[src/rtl/alu_mdu.sv]
// alu_mdu: EX-stage ALU (base ALUOp set) plus RV32M multiply/divide/remainder, valid/ready handshake.
// Latency: base ops and division special cases 1 cycle; mul/div WIDTH+1 cycles (mul 1 cycle with ALU_MDU_FASTMUL_EN).
// Backpressure: in_ready only in IDLE; result held in DONE until out_ready; kill flushes to IDLE.
module alu_mdu #(
   parameter int WIDTH = 32,
   parameter int SHW   = $clog2(WIDTH)
) (
   input  logic             clk,
   input  logic             rst,
   input  logic             in_valid,
   output logic             in_ready,
   input  logic [4:0]       alu_op,
   input  logic             is_m,
   input  logic [2:0]       m_funct3,
   input  logic [WIDTH-1:0] A,
   input  logic [WIDTH-1:0] B,
   input  logic [WIDTH-1:0] PC,
   input  logic             kill,
   output logic             out_valid,
   input  logic             out_ready,
   output logic [WIDTH-1:0] C,
   output logic             Zero
);

   // ALUOp encodings shared with the control unit
   localparam logic [4:0] op_lui   = 5'd1,  op_auipc = 5'd2,  op_add  = 5'd3,
                          op_sub   = 5'd4,  op_bne   = 5'd5,  op_blt  = 5'd6,
                          op_bge   = 5'd7,  op_bltu  = 5'd8,  op_bgeu = 5'd9,
                          op_slt   = 5'd10, op_sltu  = 5'd11, op_xor  = 5'd12,
                          op_or    = 5'd13, op_and   = 5'd14, op_sll  = 5'd15,
                          op_srl   = 5'd16, op_sra   = 5'd17;
   localparam logic [WIDTH-1:0] min_neg = {1'b1, {(WIDTH-1){1'b0}}};

   typedef enum logic [1:0] {IDLE, MUL, DIV, DONE} state_t;
   state_t state, state_nx;

   logic               accept, fast, last, lt_s, lt_u;
   logic               a_sgn, b_sgn, a_neg, b_neg;
   logic [WIDTH-1:0]   a_mag, b_mag, base_res, fast_res;
   // iteration state: opnd = multiplicand/divisor, {hi,lo} = accumulator / remainder:quotient
   logic [WIDTH-1:0]   opnd, hi, lo;
   logic [1:0]         f3_q;
   logic               neg_q, neg_r;
   logic [SHW-1:0]     cnt;
   logic [WIDTH:0]     msum, rsh, diff;
   logic [WIDTH-1:0]   hi_nx, lo_nx, quo, rmd, iter_res;
   logic [2*WIDTH-1:0] prod;
`ifdef ALU_MDU_FASTMUL_EN
   logic [2*WIDTH-1:0] fprod;
`endif

   assign in_ready  = (state == IDLE);
   assign out_valid = (state == DONE);
   assign accept    = in_valid && (state == IDLE) && !kill;
   assign last      = (cnt == SHW'(WIDTH-1));
   assign lt_s      = $signed(A) < $signed(B);
   assign lt_u      = A < B;

   // Base-op result from the live inputs; branch ops return 1 when the branch is not taken
   always_comb begin
      base_res = A;
      case (alu_op)
         op_lui:   base_res = B;
         op_auipc: base_res = PC + B;
         op_add:   base_res = A + B;
         op_sub:   base_res = A - B;
         op_bne:   base_res = WIDTH'(A == B);
         op_blt:   base_res = WIDTH'(!lt_s);
         op_bge:   base_res = WIDTH'(lt_s);
         op_bltu:  base_res = WIDTH'(!lt_u);
         op_bgeu:  base_res = WIDTH'(lt_u);
         op_slt:   base_res = WIDTH'(lt_s);
         op_sltu:  base_res = WIDTH'(lt_u);
         op_xor:   base_res = A ^ B;
         op_or:    base_res = A | B;
         op_and:   base_res = A & B;
         op_sll:   base_res = A << B[SHW-1:0];
         op_srl:   base_res = A >> B[SHW-1:0];
         op_sra:   base_res = $signed(A) >>> B[SHW-1:0];
         default:  base_res = A;
      endcase
   end

   // Operand sign/magnitude decode and selection of ops that finish at the accept edge
   always_comb begin
      a_sgn    = m_funct3[2] ? ~m_funct3[0] : (m_funct3[1:0] != 2'b11);
      b_sgn    = m_funct3[2] ? ~m_funct3[0] : ~m_funct3[1];
      a_neg    = a_sgn & A[WIDTH-1];
      b_neg    = b_sgn & B[WIDTH-1];
      a_mag    = a_neg ? -A : A;
      b_mag    = b_neg ? -B : B;
      fast     = 1'b1;
      fast_res = base_res;
`ifdef ALU_MDU_FASTMUL_EN
      fprod = {{WIDTH{1'b0}}, a_mag} * {{WIDTH{1'b0}}, b_mag};
      if (a_neg ^ b_neg) fprod = -fprod;
`endif
      if (is_m) begin
         if (m_funct3[2]) begin
            if (B == '0)
               fast_res = m_funct3[1] ? A : '1;
            else if (!m_funct3[0] && A == min_neg && B == '1)
               fast_res = m_funct3[1] ? '0 : A;
            else
               fast = 1'b0;
         end else begin
`ifdef ALU_MDU_FASTMUL_EN
            fast_res = (m_funct3[1:0] == 2'b00) ? fprod[WIDTH-1:0] : fprod[2*WIDTH-1:WIDTH];
`else
            fast = 1'b0;
`endif
         end
      end
   end

   // One shift-add or restoring-divide step, with the sign fix-up used on the last step
   always_comb begin
      msum = {1'b0, hi} + (lo[0] ? {1'b0, opnd} : '0);
      rsh  = {hi, lo[WIDTH-1]};
      diff = rsh - {1'b0, opnd};
      if (state == MUL) begin
         hi_nx = msum[WIDTH:1];
         lo_nx = {msum[0], lo[WIDTH-1:1]};
      end else begin
         hi_nx = diff[WIDTH] ? rsh[WIDTH-1:0] : diff[WIDTH-1:0];
         lo_nx = {lo[WIDTH-2:0], ~diff[WIDTH]};
      end
      prod = neg_q ? -{hi_nx, lo_nx} : {hi_nx, lo_nx};
      quo  = neg_q ? -lo_nx : lo_nx;
      rmd  = neg_r ? -hi_nx : hi_nx;
      if (state == MUL)
         iter_res = (f3_q == 2'b00) ? prod[WIDTH-1:0] : prod[2*WIDTH-1:WIDTH];
      else
         iter_res = f3_q[1] ? rmd : quo;
   end

   // State register
   always_ff @(posedge clk) begin
      if (rst) state <= IDLE;
      else     state <= state_nx;
   end

   // Next-state logic; kill abandons any busy or pending op
   always_comb begin
      state_nx = state;
      case (state)
         IDLE:     if (accept) state_nx = fast ? DONE : (m_funct3[2] ? DIV : MUL);
         MUL, DIV: if (kill) state_nx = IDLE; else if (last) state_nx = DONE;
         DONE:     if (kill || out_ready) state_nx = IDLE;
         default:  state_nx = IDLE;
      endcase
   end

   // Operand latch, iteration registers and registered result
   always_ff @(posedge clk) begin
      if (rst) begin
         opnd  <= '0;
         hi    <= '0;
         lo    <= '0;
         f3_q  <= '0;
         neg_q <= 1'b0;
         neg_r <= 1'b0;
         cnt   <= '0;
         C     <= '0;
         Zero  <= 1'b1;
      end else if (accept) begin
         f3_q <= m_funct3[1:0];
         cnt  <= '0;
         hi   <= '0;
         if (fast) begin
            C    <= fast_res;
            Zero <= (fast_res == '0);
         end else if (!m_funct3[2]) begin
            opnd  <= a_mag;
            lo    <= b_mag;
            neg_q <= a_neg ^ b_neg;
            neg_r <= 1'b0;
         end else begin
            opnd  <= b_mag;
            lo    <= a_mag;
            neg_q <= a_neg ^ b_neg;
            neg_r <= a_neg;
         end
      end else if ((state == MUL || state == DIV) && !kill) begin
         hi  <= hi_nx;
         lo  <= lo_nx;
         cnt <= cnt + 1'b1;
         if (last) begin
            C    <= iter_res;
            Zero <= (iter_res == '0);
         end
      end
   end

endmodule

[config.mk]
export PLATFORM = sky130hd
export DESIGN_NAME = alu_mdu
export DESIGN_NICKNAME = d
export VERILOG_FILES = /design/src/rtl/alu_mdu.sv
export SDC_FILE = /design/constraint.sdc
export NUM_CORES = 2
export LEC_CHECK = 0
export BUFFER_PORTS_ARGS = -buffer_cell sky130_fd_sc_hd__buf_2
export CAP_MARGIN = 10
export CORE_ASPECT_RATIO = 0.8
export CORE_MARGIN = 3
export CORE_UTILIZATION = 39
export CTS_BUF_LIST = sky130_fd_sc_hd__clkbuf_2 sky130_fd_sc_hd__clkbuf_4 sky130_fd_sc_hd__clkbuf_8
export CTS_CLUSTER_DIAMETER = 60
export DETAILED_ROUTE_END_ITERATION = 12
export GPL_TIMING_DRIVEN = 0
export PLACE_DENSITY = 0.57
export SETUP_SLACK_MARGIN = 0.5
export SLEW_MARGIN = 20
export SYNTH_ARGS = -nofsm -noshare
export SYNTH_HDL_FRONTEND = slang
export SYNTH_SLANG_ARGS = --single-unit
[constraint.sdc]
create_clock -name clk -period 8.5 [get_ports clk]
set_input_delay 0.425 -clock clk [delete_from_list [all_inputs] [get_ports clk]]
set_output_delay 0.425 -clock clk [all_outputs]
set_load 0.02 [all_outputs]
==> out/results.ini <==
[floorplanning]
start_util_pct=39.74
ios=145
rows=85
fp.dieArea_um2=72470
core_area_um2=67960
dieHeight_um=241.4
die_x_um=300.2

[setup_path]
regToRegStartpoint=state[1]$_SDFFE_PP0P_
r2r_slack_ns=0.67
arrival_ns=8.38
cp.required_ns=8.96
timing.rr.end=Zero$_SDFFE_PP1P_
startpoint_type=primary input
crit_path_max_fanout=11
critical_path_class=primary input to flip-flop
rr_worst_depth=27
end_kind=flip-flop

[clock_tree]
postCtsSetupRepairBufs=0
cts.sinks=140
cts_max_level=4
clkTransAtPathRegs_ns=0.12
cts_buffer_depth=2
cts_tree=yes
cts_root_buf=clkbuf_8
clk_latency_ns=0.53
cts_buffers=17
postCtsHoldBufs=0

[synthesis]
syn_area_per_cell_um2=6.848
seq_area_frac_synth_pct=10.38
netlist_area_um2=27010
post-synth-top-count-cell=nand2_1
yosysUniqueCellTypes=110
synth_common_cells=nand2_1, nor2_1, a21oi_1, o21ai_0, clkbuf_1
synthCells=3944
yosys.area.top_type_share_pct=10.38
synth_ff_type=dfxtp_1
async_flop_share_pct=0
synth-edff-count=0
ys_ff_latch=140
synth_top_area_cell=dfxtp_1
syn-num-nets=4268
yosys_warnings=0
synth_area_leaders=dfxtp_1, ha_1, nand2_1

[detailed_routing]
wl_met3_um=30680
totalWireLength_um=173300
vias=35470
wl_per_cell_um=34.38
met1_length_um=75390
avgViaCountPerCell=7.036
top_layer_used=met5
drc=0
met2_length_um=61260
firstDrtPassIters=7
ant_nets=0
drtIter0Drc=6354

[hold_path]
worstHoldPathType=primary input to flip-flop
min_from=m_funct3[0]
worstHoldEndpoint=f3_q[0]$_SDFFE_PP0P_
hold_path_depth=3

[final_layout]
drive_gt1_share_pct=9.508
fin_area_um2=29480
nets=4435
multi_input_area_um2=22600
seqCellArea_um2=2806
areaGrowthSynthToFinish_pct=9.158
fillers=7373
final_util_pct=43.38

[timing]
max_freq_ghz=0.1262
worstMarginPinSlew_ns=1.292
finalMaxSlewViolations=0
rsz0062_at_grt=false
period_share_pct=93.21
final-setup-viol-count=0
skew_ns=0.02993
post-route-min-period_ns=7.922
worst_slack_ns=0.5775
hold_viol=0
slew_headroom_pct=13.11

[placed_design]
portBuffers=140
dp_slack_ns=-1.081
dpl.hpwl_um=143100
placed_area_um2=28970
gp_congestion=1.112

[outcome]
status=finished clean

[global_routing]
grt-ovfl-total=0
grt_usage_pct=45.56
grt_antenna_before_repair=14
grt_pass1_wl_um=237700
grt_max_degree=17
grt_pass1_vias=30590

[run]
max_cap_viol_count=0

==> worst max path at each step <==
stage | startpoint | end | slack (ns) | cells past startpoint
3_3_place_gp | B[3] | Zero$_SDFFE_PP1P_ | -1.66 | 20
2_1_floorplan | alu_op[3] | Zero$_SDFFE_PP1P_ | 2.40 | 24
6_report | B[3] | Zero$_SDFFE_PP1P_ | 0.58 | 21
5_1_grt | lo[31]$_SDFFE_PP0P_ | Zero$_SDFFE_PP1P_ | 0.50 | 27
3_5_place_dp | state[1]$_SDFFE_PP0P_ | Zero$_SDFFE_PP1P_ | -1.08 | 27
4_1_cts | state[1]$_SDFFE_PP0P_ | Zero$_SDFFE_PP1P_ | 0.50 | 27
==> placed cells by master, fill, tap and decap left out, drive strengths merged, types with 20 or more instances in the layout <==
cell,n
nand2b,45
nor2,430
dfxtp,140
and2,54
nand2,476
or4,20
o21bai,22
mux4,52
nor2b,32
ha,210
o21ai,263
mux2i,104
nand3,91
inv,168
clkbuf,242
a31oi,37
xor2,55
o31ai,43
a21o,48
buf,213
nor3,121
a221oi,45
o2111ai,24
o21a,25
a21oi,335
xnor2,138
or3,29
nand4,54
o211ai,110
a211oi,91
nor4,49
and3,26
o22ai,33
==> registers in the layout, indices dropped and copies added (netlist names) <==
name	flops
C	32
hi	32
lo	32
opnd	32
cnt	5
f3_q	2
state	2
Zero	1
neg_q	1
neg_r	1
==> cell type report <==
cell class	instances	area share, %
plain buffers	290	4.023
diodes	5	0.04244
clock inverters	14	0.4414
flip-flops and latches	140	9.519
repair buffers	148	2.555
well taps	913	3.875
clock buffers	17	0.7936
inverters	164	2.088
multi-input cells	3350	76.66
==> stage by stage <==
stage / hold WS (ns) / cells / TNS (ns)
final: 0.2133 / 5041 / 0
after floorplan: 0.4403 / 3944 / 0
after global routing: 0.2242 / 5036 / 0
after global placement: 0.4450 / 4997 / -5.285
after detailed placement: 0.4433 / 5004 / -2.493
after CTS: 0.2085 / 5035 / 0
==> critical path, stage by stage <==
cell and delay (ns):
buf_2 0.29, clkbuf_1 0.79, clkinv_1 0.69, clkbuf_1 0.56
ha_1 0.55, a21oi_1 0.08, o21a_1 0.25, o311a_1 0.50
o21ai_0 0.22, nand4bb_1 0.54, o21ai_1 1.09, nor3_1 0.15
a2111oi_2 0.31, buf_4 0.24, nor2_1 0.08, o22ai_1 0.14
nand2_1 0.21, a211o_1 0.27, or4_1 0.40, or4_1 0.43
a31oi_1 0.14
==> per-layer routing <==
layer	vias up	track usage, %
li1	14920	-
met3	434	21.90
met1	17080	67.34
met4	24	11.20
met2	3011	57.14
met5	-	1.030
==> what timing repair did <==
action,in CTS,in global routing
resized for setup,18,30
pin swaps,0,1
endpoints found under the hold margin,0,0
setup endpoints to repair,18,2
==> kinds of logic (layout without fill, tap and decap cells) <==
group | Yosys count | in the layout | synth area share, %
and+or+nand+nor | 1497 | 1497 | 26.24
AOI/OAI and AO/OA | 1271 | 1271 | 31.53
buffers and inverters | 454 | 633 | 6.587
adders and majority gates | 214 | 214 | 10.02
xor gates and xnor gates | 193 | 193 | 6.258
muxes | 175 | 175 | 8.982
DFF | 140 | 140 | 10.38
other | 0 | 5 | 0
Power is left out: the tool's default activity adds up to more than one toggle a clock period on the data nets, which glitch-free logic cannot reach.
